--- config.mk ---
export PLATFORM = sky130hd
export DESIGN_NAME = phoenix_load_ctrl
export DESIGN_NICKNAME = d
export VERILOG_FILES = /design/src/rtl/phoenix_load_ctrl.sv
export SDC_FILE = /design/constraint.sdc
export NUM_CORES = 1
export LEC_CHECK = 0
export ABC_AREA = 1
export CORE_ASPECT_RATIO = 1.4
export CORE_MARGIN = 1.5
export CORE_UTILIZATION = 46
export DETAILED_ROUTE_END_ITERATION = 16
export PLACE_DENSITY_LB_ADDON = 0.3
export REMOVE_ABC_BUFFERS = 1
export SYNTH_ARGS = -nofsm -noshare
export SYNTH_HDL_FRONTEND = slang
export SYNTH_SLANG_ARGS = --single-unit
--- constraint.sdc ---
create_clock -name clk -period 2.4 [get_ports clk]
set_clock_uncertainty 0.15 [all_clocks]
set_input_delay 0.24 -clock clk [delete_from_list [all_inputs] [get_ports clk]]
set_output_delay 0.24 -clock clk [all_outputs]
set_load 0.1 [all_outputs]
--- src/rtl/phoenix_load_ctrl.sv ---
// ROM download controller: forwards the HPS ioctl byte stream to the game core one cycle late,
// validates the image (range, ordering, length) and sequences the core reset around loads.
module phoenix_load_ctrl #(
  parameter int ROM_SIZE    = 25088,
  parameter int HOLD_CYCLES = 1024
) (
  input  logic        clk,
  input  logic        reset,
  input  logic        ioctl_download,
  input  logic        ioctl_wr,
  input  logic [24:0] ioctl_addr,
  input  logic [7:0]  ioctl_dout,
  input  logic        rst_req,
  output logic [15:0] dn_addr,
  output logic [7:0]  dn_data,
  output logic        dn_wr,
  output logic        core_reset,
  output logic        loaded,
  output logic        load_err,
  output logic [7:0]  checksum,
  output logic [1:0]  dbg_state
);

  typedef enum logic [1:0] {
    ST_IDLE = 2'd0,
    ST_LOAD = 2'd1,
    ST_HOLD = 2'd2,
    ST_RUN  = 2'd3
  } state_t;

  localparam logic [24:0] ROM_LIMIT   = 25'(ROM_SIZE);
  localparam logic [16:0] ROM_COUNT   = 17'(ROM_SIZE);
  localparam logic [15:0] HOLD_RELOAD = 16'(HOLD_CYCLES - 1);

  state_t      r_state;
  logic [15:0] r_hold_cnt;
  logic [16:0] r_byte_cnt;
  logic [24:0] r_last_addr;
  logic [15:0] r_dn_addr;
  logic [7:0]  r_dn_data;
  logic        r_dn_wr;
  logic        r_core_reset;
  logic        r_loaded;
  logic        r_load_err;
  logic [7:0]  r_checksum;

  logic        w_in_range;
  logic        w_accept;
  logic        w_seq_err;
  logic        w_range_err;
  logic        w_err_next;
  logic        w_enter_load;
  logic        w_complete;
  logic [24:0] w_expect_addr;
  logic [16:0] w_cnt_next;
  logic [7:0]  w_sum_next;

  // Handshake: ioctl_wr is a valid-only strobe with no ready; every strobe seen in LOAD is
  // consumed in the cycle it appears, so dn_wr pulses mirror accepted strobes one cycle later.
  always_comb begin
    w_in_range    = (ioctl_addr < ROM_LIMIT);
    w_accept      = ioctl_wr && w_in_range;
    w_range_err   = ioctl_wr && !w_in_range;
    w_expect_addr = (r_byte_cnt == 17'd0) ? 25'd0 : (r_last_addr + 25'd1);
    w_seq_err     = w_accept && (ioctl_addr != w_expect_addr);
    w_err_next    = r_load_err || w_seq_err || w_range_err;
    w_cnt_next    = r_byte_cnt;
    if (w_accept && (r_byte_cnt != 17'h1FFFF)) begin
      w_cnt_next = r_byte_cnt + 17'd1;
    end
    w_sum_next    = w_accept ? (r_checksum + ioctl_dout) : r_checksum;
    // The completion check folds in a strobe that lands on the download falling edge.
    w_complete    = !w_err_next && (w_cnt_next == ROM_COUNT);
    w_enter_load  = ioctl_download && (r_state != ST_LOAD);
  end

  always_ff @(posedge clk) begin
    if (!reset) begin
      r_state      <= ST_IDLE;
      r_hold_cnt   <= '0;
      r_byte_cnt   <= '0;
      r_last_addr  <= '0;
      r_dn_addr    <= '0;
      r_dn_data    <= '0;
      r_dn_wr      <= 1'b0;
      r_core_reset <= 1'b1;
      r_loaded     <= 1'b0;
      r_load_err   <= 1'b0;
      r_checksum   <= '0;
    end else begin
      r_dn_wr <= 1'b0;
      if (w_enter_load) begin
        r_state      <= ST_LOAD;
        r_core_reset <= 1'b1;
        r_byte_cnt   <= '0;
        r_last_addr  <= '0;
        r_checksum   <= '0;
        r_load_err   <= 1'b0;
        r_loaded     <= 1'b0;
      end else begin
        case (r_state)
          ST_IDLE: begin
            r_state      <= ST_HOLD;
            r_hold_cnt   <= HOLD_RELOAD;
            r_core_reset <= 1'b1;
          end
          ST_LOAD: begin
            if (w_accept) begin
              r_dn_addr   <= ioctl_addr[15:0];
              r_dn_data   <= ioctl_dout;
              r_dn_wr     <= 1'b1;
              r_last_addr <= ioctl_addr;
            end
            r_byte_cnt <= w_cnt_next;
            r_checksum <= w_sum_next;
            if (ioctl_download) begin
              r_load_err <= w_err_next;
            end else begin
              r_state    <= ST_HOLD;
              r_hold_cnt <= HOLD_RELOAD;
              r_loaded   <= w_complete;
              r_load_err <= !w_complete;
            end
          end
          ST_HOLD: begin
            if (rst_req) begin
              r_hold_cnt <= HOLD_RELOAD;
            end else if (r_hold_cnt == 16'd0) begin
              r_state      <= ST_RUN;
              r_core_reset <= 1'b0;
            end else begin
              r_hold_cnt <= r_hold_cnt - 16'd1;
            end
          end
          ST_RUN: begin
            if (rst_req) begin
              r_state      <= ST_HOLD;
              r_hold_cnt   <= HOLD_RELOAD;
              r_core_reset <= 1'b1;
            end
          end
          default: r_state <= ST_IDLE;
        endcase
      end
    end
  end

  assign dn_addr    = r_dn_addr;
  assign dn_data    = r_dn_data;
  assign dn_wr      = r_dn_wr;
  assign core_reset = r_core_reset;
  assign loaded     = r_loaded;
  assign load_err   = r_load_err;
  assign checksum   = r_checksum;
  assign dbg_state  = r_state;

endmodule

### After elaboration in Yosys (flattened, before gate mapping)

Cells that the tools add are included.

| storage, ports and cells | value |
|---|---|
| register bits after elaboration | 96 |
| bits of input ports | 38 |
| output and inout bits | 38 |
| word-level logic and storage cells | 80 |

| operators by class | value |
|---|---|
| $add $sub $neg | 4 |
| $lt $le $gt $ge | 1 |
| equality and inequality tests | 16 |
| mux-type cells | 19 |
| bitwise operators | 4 |
| reduce and logical (&&, ||, !) cells | 24 |

Operators by type and width:

| kind | number |
|---|---|
| 2-to-1 mux 16 bit | 4 |
| one-hot mux 16 bit (4 select lines) | 1 |
| adder 25 x 1 -> 25 bit (second input constant) | 1 |
| less-than comparator 25 x 15 -> 1 bit (second input constant) | 1 |
| 2-to-1 mux 25 bit | 1 |
| != test 25 bit | 1 |
| adder 17 x 1 -> 17 bit (second input constant) | 1 |
| equality test 17 x 15 -> 1 bit (second input constant) | 1 |
| logical NOT 17 bit | 1 |
| 2-to-1 mux 17 bit | 1 |
| != test 17 bit (second input constant) | 1 |
| logical NOT 16 bit | 1 |
| AND reduction 4 bit | 4 |
| subtractor 16 x 1 -> 16 bit (second input constant) | 1 |
| != test 3 bit (second input constant) | 5 |
| adder 8 bit | 1 |
| 2-to-1 mux 2 bit | 4 |
| != test 2 bit (second input constant) | 4 |
| one-hot mux 2 bit (4 select lines) | 1 |
| logical AND 1 bit | 6 |
| 2-to-1 mux 1 bit | 6 |
| equality test 2 bit (second input constant) | 2 |
| inverter 1 bit | 4 |
| AND reduction 2 bit | 2 |
| 10 further kinds | 13 |

### Depth between registers and ports, before layout

Gate-level depths: netlist (run 1).

| depth | value |
|---|---|
| depth after elaboration | 10 |
| gate-level depth with buffers | 20 |
| depth with buffers taken out | 19 |

### Worst setup path after synthesis (run 1)

Ideal clock, no wire load.

| timing | value |
|---|---|
| path type | reg-to-reg |
| from | register r_checksum[2], in the netlist checksum[2] |
| to | register r_checksum[7], in the netlist checksum[7] |
| setup time | 0.119 ns |
| arrival time | 2.483 ns |
| setup slack | -0.352 ns |
| stages on the path, launching flop included | 13 |
| buffers on the path | 0 |
| cells stage by stage | dfxtp_1 > ha_1 > a21oi_1 > nand2_1 > nand2_1 > nand2_1 > a21oi_1 > o21bai_1 > a21oi_1 > xor2_1 > nor2_1 > o21ai_0 > nor2_1 |

| between the ends | value |
|---|---|
| word-level cells in the longest chain between the ends | 1 |

RTL lines:

| item | line | RTL |
|---|---|---|
| start: declaration | 45 | `logic [7:0] r_checksum;` |
| start signal: assignment | 115 | `r_checksum <= w_sum_next;` |
| adder 8 bit | 71 | `w_sum_next = w_accept ? (r_checksum + ioctl_dout) : r_checksum;` |

No other way between the ends.
A chain may end at the register's enable or synchronous reset.

### Worst setup path in the final report (run 1)

| timing | value |
|---|---|
| from | register r_byte_cnt[0] |
| to | register r_load_err, in the netlist load_err |

| between the ends | value |
|---|---|
| word-level cells in the longest chain between the ends | 10 |
| elaborated cells between the ends (all ways) | 15 |
| those cells by class | add/sub: 1; eq/ne: 3; mux: 3; reduce/logical: 8 |

RTL lines:

| item | line | RTL |
|---|---|---|
| start: declaration | 37 | `logic [16:0] r_byte_cnt;` |
| start signal: assignment | 114 | `r_byte_cnt <= w_cnt_next;` |
| branches (longest 9 deep; another with adder 17 x 1 -> 17 bit) | -- |  |
| 2-to-1 mux 1 bit (*) | 116 | `if (ioctl_download) begin` |
| end signal: assignment | 117 | `r_load_err <= w_err_next;` |
| end signal: assignment | 122 | `r_load_err <= !w_complete;` |
| end: declaration | 44 | `logic r_load_err;` |

Every way passes the cells marked *.

==> results of run 1 <==
[kinds of logic (layout without fill, tap and decap cells)]
| group | Yosys count | count (layout) | synth area share |
|---|---|---|---|
| AOI/OAI and AO/OA | 137 | 137 | 0.121 |
| buffers and inverters | 166 | 321 | 0.110 |
| DFF | 96 | 96 | 0.323 |
| and+or+nand+nor | 539 | 540 | 0.391 |
| adders and majority gates | 13 | 13 | 0.0286 |
| xor gates and xnor gates | 18 | 18 | 0.0265 |
[cells in the mapped netlist (2+ instances only)]
| master | instances | area share |
|---|---|---|
| buf_2 | 14 | 0.012 |
| inv_1 | 126 | 0.079 |
| nor2_1 | 134 | 0.085 |
| nor4_1 | 2 | 0.0021 |
| nand3_2 | 3 | 0.0050 |
| a31oi_1 | 3 | 0.0032 |
| nand2_1 | 256 | 0.16 |
| nand2_2 | 4 | 0.0042 |
| inv_2 | 6 | 0.0038 |
| o21bai_1 | 2 | 0.0025 |
| xnor2_1 | 3 | 0.0044 |
| ha_1 | 12 | 0.025 |
| clkbuf_1 | 15 | 0.0095 |
| o211ai_1 | 4 | 0.0050 |
| a21oi_1 | 69 | 0.058 |
| nand3b_1 | 3 | 0.0038 |
| buf_4 | 2 | 0.0025 |
| nor3_1 | 15 | 0.013 |
| nand3_1 | 74 | 0.062 |
| xor2_1 | 15 | 0.022 |
| a21oi_2 | 2 | 0.0029 |
| o21ai_0 | 45 | 0.038 |
| or2_2 | 4 | 0.0042 |
| o21ai_1 | 8 | 0.0067 |
| nor2_2 | 14 | 0.015 |
| dfxtp_1 | 96 | 0.32 |
| nand4_1 | 25 | 0.026 |
[critical path, stage by stage (launching register included)]
cell and delay [ns]:
dfxtp_4 0.37, ha_4 0.15, nand2_4 0.06, nor3_4 0.15
nand3_2 0.11, nor4_4 0.17, ha_2 0.24, inv_4 0.05
nand4_4 0.15, inv_8 0.06, buf_6 0.13, nand3_1 0.09
nand2_2 0.08, nor2_1 0.11, nand2_1 0.06, nor2_1 0.10
nand2_1 0.07, a21oi_2 0.11, a21oi_1 0.06
[placed cells by master (no fill, tap or decap), types with 17 or more instances in the layout]
| cell type | synthesis | final |
|---|---|---|
| nand2_1 | 256 | 241 |
| nor2_1 | 134 | 129 |
| buf_4 | 2 | 124 |
| inv_1 | 126 | 123 |
| dfxtp_1 | 96 | 94 |
| nand3_1 | 74 | 73 |
| a21oi_1 | 69 | 68 |
| o21ai_0 | 45 | 44 |
| clkdlybuf4s50_1 | 0 | 37 |
| nand4_1 | 25 | 25 |
| nand2_2 | 4 | 18 |
| nor2_2 | 14 | 17 |
[registers in the layout, summed over array words and instances (netlist names)]
register     cells
dn_wr            1
r_hold_cnt      16
dbg_state        2
r_byte_cnt      17
core_reset       1
r_last_addr     25
load_err         1
checksum         8
dn_data          8
dn_addr         16
loaded           1
[layout make-up]
class	instances	area, µm²	share of cell area
inverters	133	509	0.0644
repair buffers	172	1480	0.187
multi-input cells	708	3510	0.444
clock buffers	9	225	0.0285
well taps	153	191	0.0242
clock inverters	7	61.3	0.00776
flip-flops and latches	96	1930	0.244
[per-layer routing]
metal  up-vias  part of all wire  wire length [µm]
met4         0             0.058              1050
met3        65             0.035               626
met1      3012              0.39              6950
met5         -                 0                 0
li1       3399                 -                 -
met2       175              0.52              9320
[through the flow]
step	utilization	setup slack [ns]	hold slack (ns)	instances	TNS, ns
global placement	0.578	-0.220	0.283	1251	-0.514
CTS	0.604	-0.105	0.306	1270	-0.202
detailed placement	0.578	-0.324	0.293	1251	-1.08
floorplan	-	-2.30	0.162	936	-131.86
finish	0.620	-0.180	0.305	1278	-0.579
global route	0.620	-0.348	0.320	1278	-1.45
[final timing paths]
kind | to | cells after the start | start | slack (ns)
max reg2reg | load_err | 18 | r_byte_cnt[0] | -0.18
max | load_err | 18 | r_byte_cnt[0] | -0.18
min reg2reg | dn_addr[15] | 2 | dn_addr[15] | 0.31
min | dn_addr[15] | 2 | dn_addr[15] | 0.31
[report_power, final]
part           switching (mW)  leakage, nW  internal (mW)
registers              0.0246        0.779           1.62
logic                   0.336         2.66          0.240
clock network           0.676        0.140          0.725
[what timing repair did]
| action | CTS | global route |
|---|---|---|
| buffers inserted | 2 | 8 |
| resized for setup | 11 | 38 |
| cloned | 1 | 0 |
| endpoints found under the setup margin | 10 | 24 |
| pin swaps | 2 | 4 |
| hold buffers | 0 | 0 |
==> results_dict.tcl, run 1 <==
set metrics [dict create \
    grt-ovfl-total 0 \
    powerDensity_nw_per_um2 458 \
    drv_cap 0 \
    worstPathArrival_ns 2.67 \
    nets 1171 \
    ys_ff_latch 96 \
    rows 49 \
    dieArea_um2 13600 \
    cts_sinks 96 \
    dp.final_hpwl_um 13600 \
    use_met2 0.509 \
    fillers 1211 \
    finalCritPeriodShare 1.07 \
    n_antenna_cell 0 \
    relSlewSlack 0.757 \
    antenna_found_initial 0 \
    clkTransAtPathRegs_ns 0.07 \
    cts_root_buf "clkbuf_16" \
    clock_path_buffers 2 \
    grtUsageMet3 0.0340 \
    drc 0 \
    gp_congestion 0.997 \
    critPathMaxFanout 9 \
    violations "negative setup slack" \
    p_leak_nw 3.58 \
    postSynthAreaPerCell_um2 6.14 \
    coreArea_um2 12800 \
    synth-main-ff-cell "dfxtp_1" \
    post-route-min-period_ns 2.58 \
    grt_setup_unrepaired "yes" \
    hold_class "reg2reg" \
    drv_slew 0 \
    use_met1 0.268 \
    insertion_delay_ns 0.35 \
    drt-vias-per-instance 5.20 \
    ys_warn_count 0 \
    worst_slack_ns -0.180 \
    cts_buffers 9 \
    ant_nets 0 \
    irDropWorstVdd_uv 456 \
    grt_max_degree 39 \
    placed_area_um2 7370 \
    outcome "complete, but fails checks" \
    grt_pass1_vias 6303 \
    cts_tree "yes" \
    synthDistinctLibCells 40 \
    syn_inst 969 \
    dr_total_vias 6651 \
    drt_wl_total_um 17900 \
    power_mw 3.62 \
    hold_viol 0 \
    syn_area_um2 5950 \
    drive_above_1_share 0.195 \
    grt-busiest-layer "met2" \
    setup_viol 5 \
    end_kind "flip-flop" \
    initial_utilization 0.467 \
    track_usage 0.266 \
    wire_per_inst_um 14.0 \
    crit_path_start_kind "flip-flop" \
    grt_pass1_wl_um 28600 \
    design_area_um2 7900 \
    crit_required_ns 2.49 \
    worst_pin_slew_ns 0.361 \
    area_growth_pct 32.8 \
    die_w_um 99.1 \
    synth_seq_area_share 0.323 \
    synth_edf_count 0 \
    timing_worst_setup_path_type "reg2reg" \
    die_y_um 138 \
    drtIter0Drc 223 \
    drtPass1Iterations 5 \
    io_buffers 75 \
    fmax_ghz 0.388 \
    ios 76 \
    ys_async_sr_fraction 0 \
    cts-htree-levels 3 \
]
No activity file was read; power rests on OpenSTA's default activity.
==> run 2, diff against run 1 <==
--- a/config.mk
+++ b/config.mk
@@ -10,7 +10,8 @@
 export CORE_MARGIN = 1.5
 export CORE_UTILIZATION = 46
 export DETAILED_ROUTE_END_ITERATION = 16
-export PLACE_DENSITY_LB_ADDON = 0.3
+export HOLD_SLACK_MARGIN = 0.05
+export PLACE_DENSITY_LB_ADDON = 0.05
 export REMOVE_ABC_BUFFERS = 1
 export SYNTH_ARGS = -nofsm -noshare
 export SYNTH_HDL_FRONTEND = slang
==> run 2 against run 1 <==
Net effect:
- the flow still finishes with violations (negative setup slack)
- total power increased by 5.7%
- design area is 0.81% higher
- clock power increased by 11%
- wire length increased by 3.0%
- register-to-register slack lost 0.05 ns
- final cell count is essentially flat
- critical path depth is 1 lower
- count of clock-buffer cells in the layout is the same
- non-clock buffer count up 1
- global-route usage grew 0.55 points
- combinational power rose by 8.7%
- fmax is 2.0% lower
- critical endpoint is now loaded
- largest cell class unchanged
==> results_dict.tcl, run 2 (synthesized netlist as in run 1, its figures left out) <==
set metrics [dict create \
    drt-vias-per-instance 5.23 \
    rows 49 \
    instances_no_fill 1279 \
    drv_slew 0 \
    relSlewSlack 0.754 \
    hold_class "reg2reg" \
    irDropWorstVdd_uv 291 \
    io_buffers 75 \
    wire_per_inst_um 14.4 \
    top_regs "r_last_addr x25, r_byte_cnt x17" \
    dr_total_vias 6688 \
    die_y_um 138 \
    drtPass1Iterations 6 \
    drv_cap 0 \
    coreArea_um2 12800 \
    grt-ovfl-total 0 \
    grt_pass1_wl_um 29100 \
    seqCellArea_um2 1920 \
    clock_path_buffers 2 \
    finalCritPeriodShare 1.10 \
    clkTransAtPathRegs_ns 0.08 \
    worstPathArrival_ns 2.78 \
    ios 76 \
    fillers 1219 \
    antenna_found_initial 0 \
    drtIter0Drc 364 \
    fmax_ghz 0.380 \
    powerDensity_nw_per_um2 480 \
    insertion_delay_ns 0.35 \
    setup_viol 4 \
    critPathMaxFanout 8 \
    violations "negative setup slack" \
    grt_setup_unrepaired "yes" \
    hold_viol 0 \
    drt_wl_total_um 18500 \
    worst_pin_slew_ns 0.366 \
    cts_sinks 96 \
    largest_reg_flops 25 \
    area_growth_pct 33.8 \
    n_antenna_cell 0 \
    final_common_cell "nand2_1" \
    drc 0 \
    dp.final_hpwl_um 13800 \
    outcome "complete, but fails checks" \
    dp.cells 1253 \
    p_leak_nw 3.61 \
    cts_root_buf "clkbuf_16" \
    timing_worst_setup_path_type "reg2reg" \
    cts-htree-levels 3 \
    drive_above_1_share 0.204 \
    cts_buffers 9 \
    dp_slack_ns -0.200 \
    regMostFlops "r_last_addr" \
    initial_utilization 0.467 \
    track_usage 0.271 \
    cts_tree "yes" \
    grt_pass1_vias 6148 \
    hold_buffers 0 \
    post-route-min-period_ns 2.63 \
    nets 1172 \
    gp_congestion 1.04 \
    die_w_um 99.1 \
    end_kind "flip-flop" \
    crit_required_ns 2.54 \
    grt_max_degree 33 \
    final_cell_mix "nand2_1, buf_4, inv_1" \
    worst_slack_ns -0.231 \
    crit_path_start_kind "flip-flop" \
    multi_input_area_um2 3530 \
    ant_nets 0 \
    dieArea_um2 13600 \
]
run 2: worst paths after layout:
path / start / endpoint / slack, ns / cells past startpoint
max: r_byte_cnt[1] / loaded / -0.23 / 17
min: dn_addr[15] / dn_addr[15] / 0.31 / 2
max reg2reg: r_byte_cnt[1] / loaded / -0.23 / 17
min reg2reg: dn_addr[15] / dn_addr[15] / 0.31 / 2
run 2: cell type report:
cell class | count | share of cell area
multi-input combinational | 707 | 0.444
sequential | 96 | 0.242
timing repair buffer | 173 | 0.187
inverter | 133 | 0.0633
clock buffer | 9 | 0.0283
tap | 153 | 0.0240
clock inverter | 7 | 0.0116
timing repair inverter | 1 | 0.000785
run 2: worst max-delay path, cell delays in order, from the launching register on:
cell and delay, ns:
dfxtp_2 0.35, ha_4 0.15, nand2_4 0.06, nor3_4 0.15, nand3_2 0.13, nor4_4 0.30
ha_2 0.22, inv_2 0.05, nand4_4 0.14, inv_6 0.07, buf_4 0.14, nand3_1 0.07
nand2_2 0.07, nor2_1 0.11, nand3_1 0.09, nor2_2 0.13, nand3_2 0.07, a21oi_2 0.12
run 2: power by group:
group | switching (mW) | internal (mW)
clock | 0.712 | 0.841
sequential | 0.0259 | 1.62
combinational | 0.354 | 0.273
run 2: metal layers:
layer / global-route usage / up-vias / routed length, µm
met5: 0 / - / 0
met2: 0.500 / 199 / 9600
met1: 0.303 / 3024 / 7280
li1: - / 3402 / -
met3: 0.0386 / 63 / 792
met4: 0.141 / 0 / 803
run 2: timing repair:
action | 4_1_cts | 5_1_grt
setup endpoints to repair | 7 | 20
setup buffers | 0 | 8
cloned | 0 | 2
pin swaps | 0 | 19
resized for setup | 3 | 58
run 2: stage by stage:
stage	hold WS, ns	power (mW)	TNS (ns)	util	cell area, µm²
finish	0.306	3.83	-0.583	0.625	7970
global route	0.328	3.98	-1.49	0.625	7970
CTS	0.300	3.79	-0.383	0.604	7700
detailed placement	0.285	2.24	-3.08	0.578	7370
global placement	0.280	2.23	-3.17	0.578	7370
floorplan	0.162	1.95	-131.86	-	5800
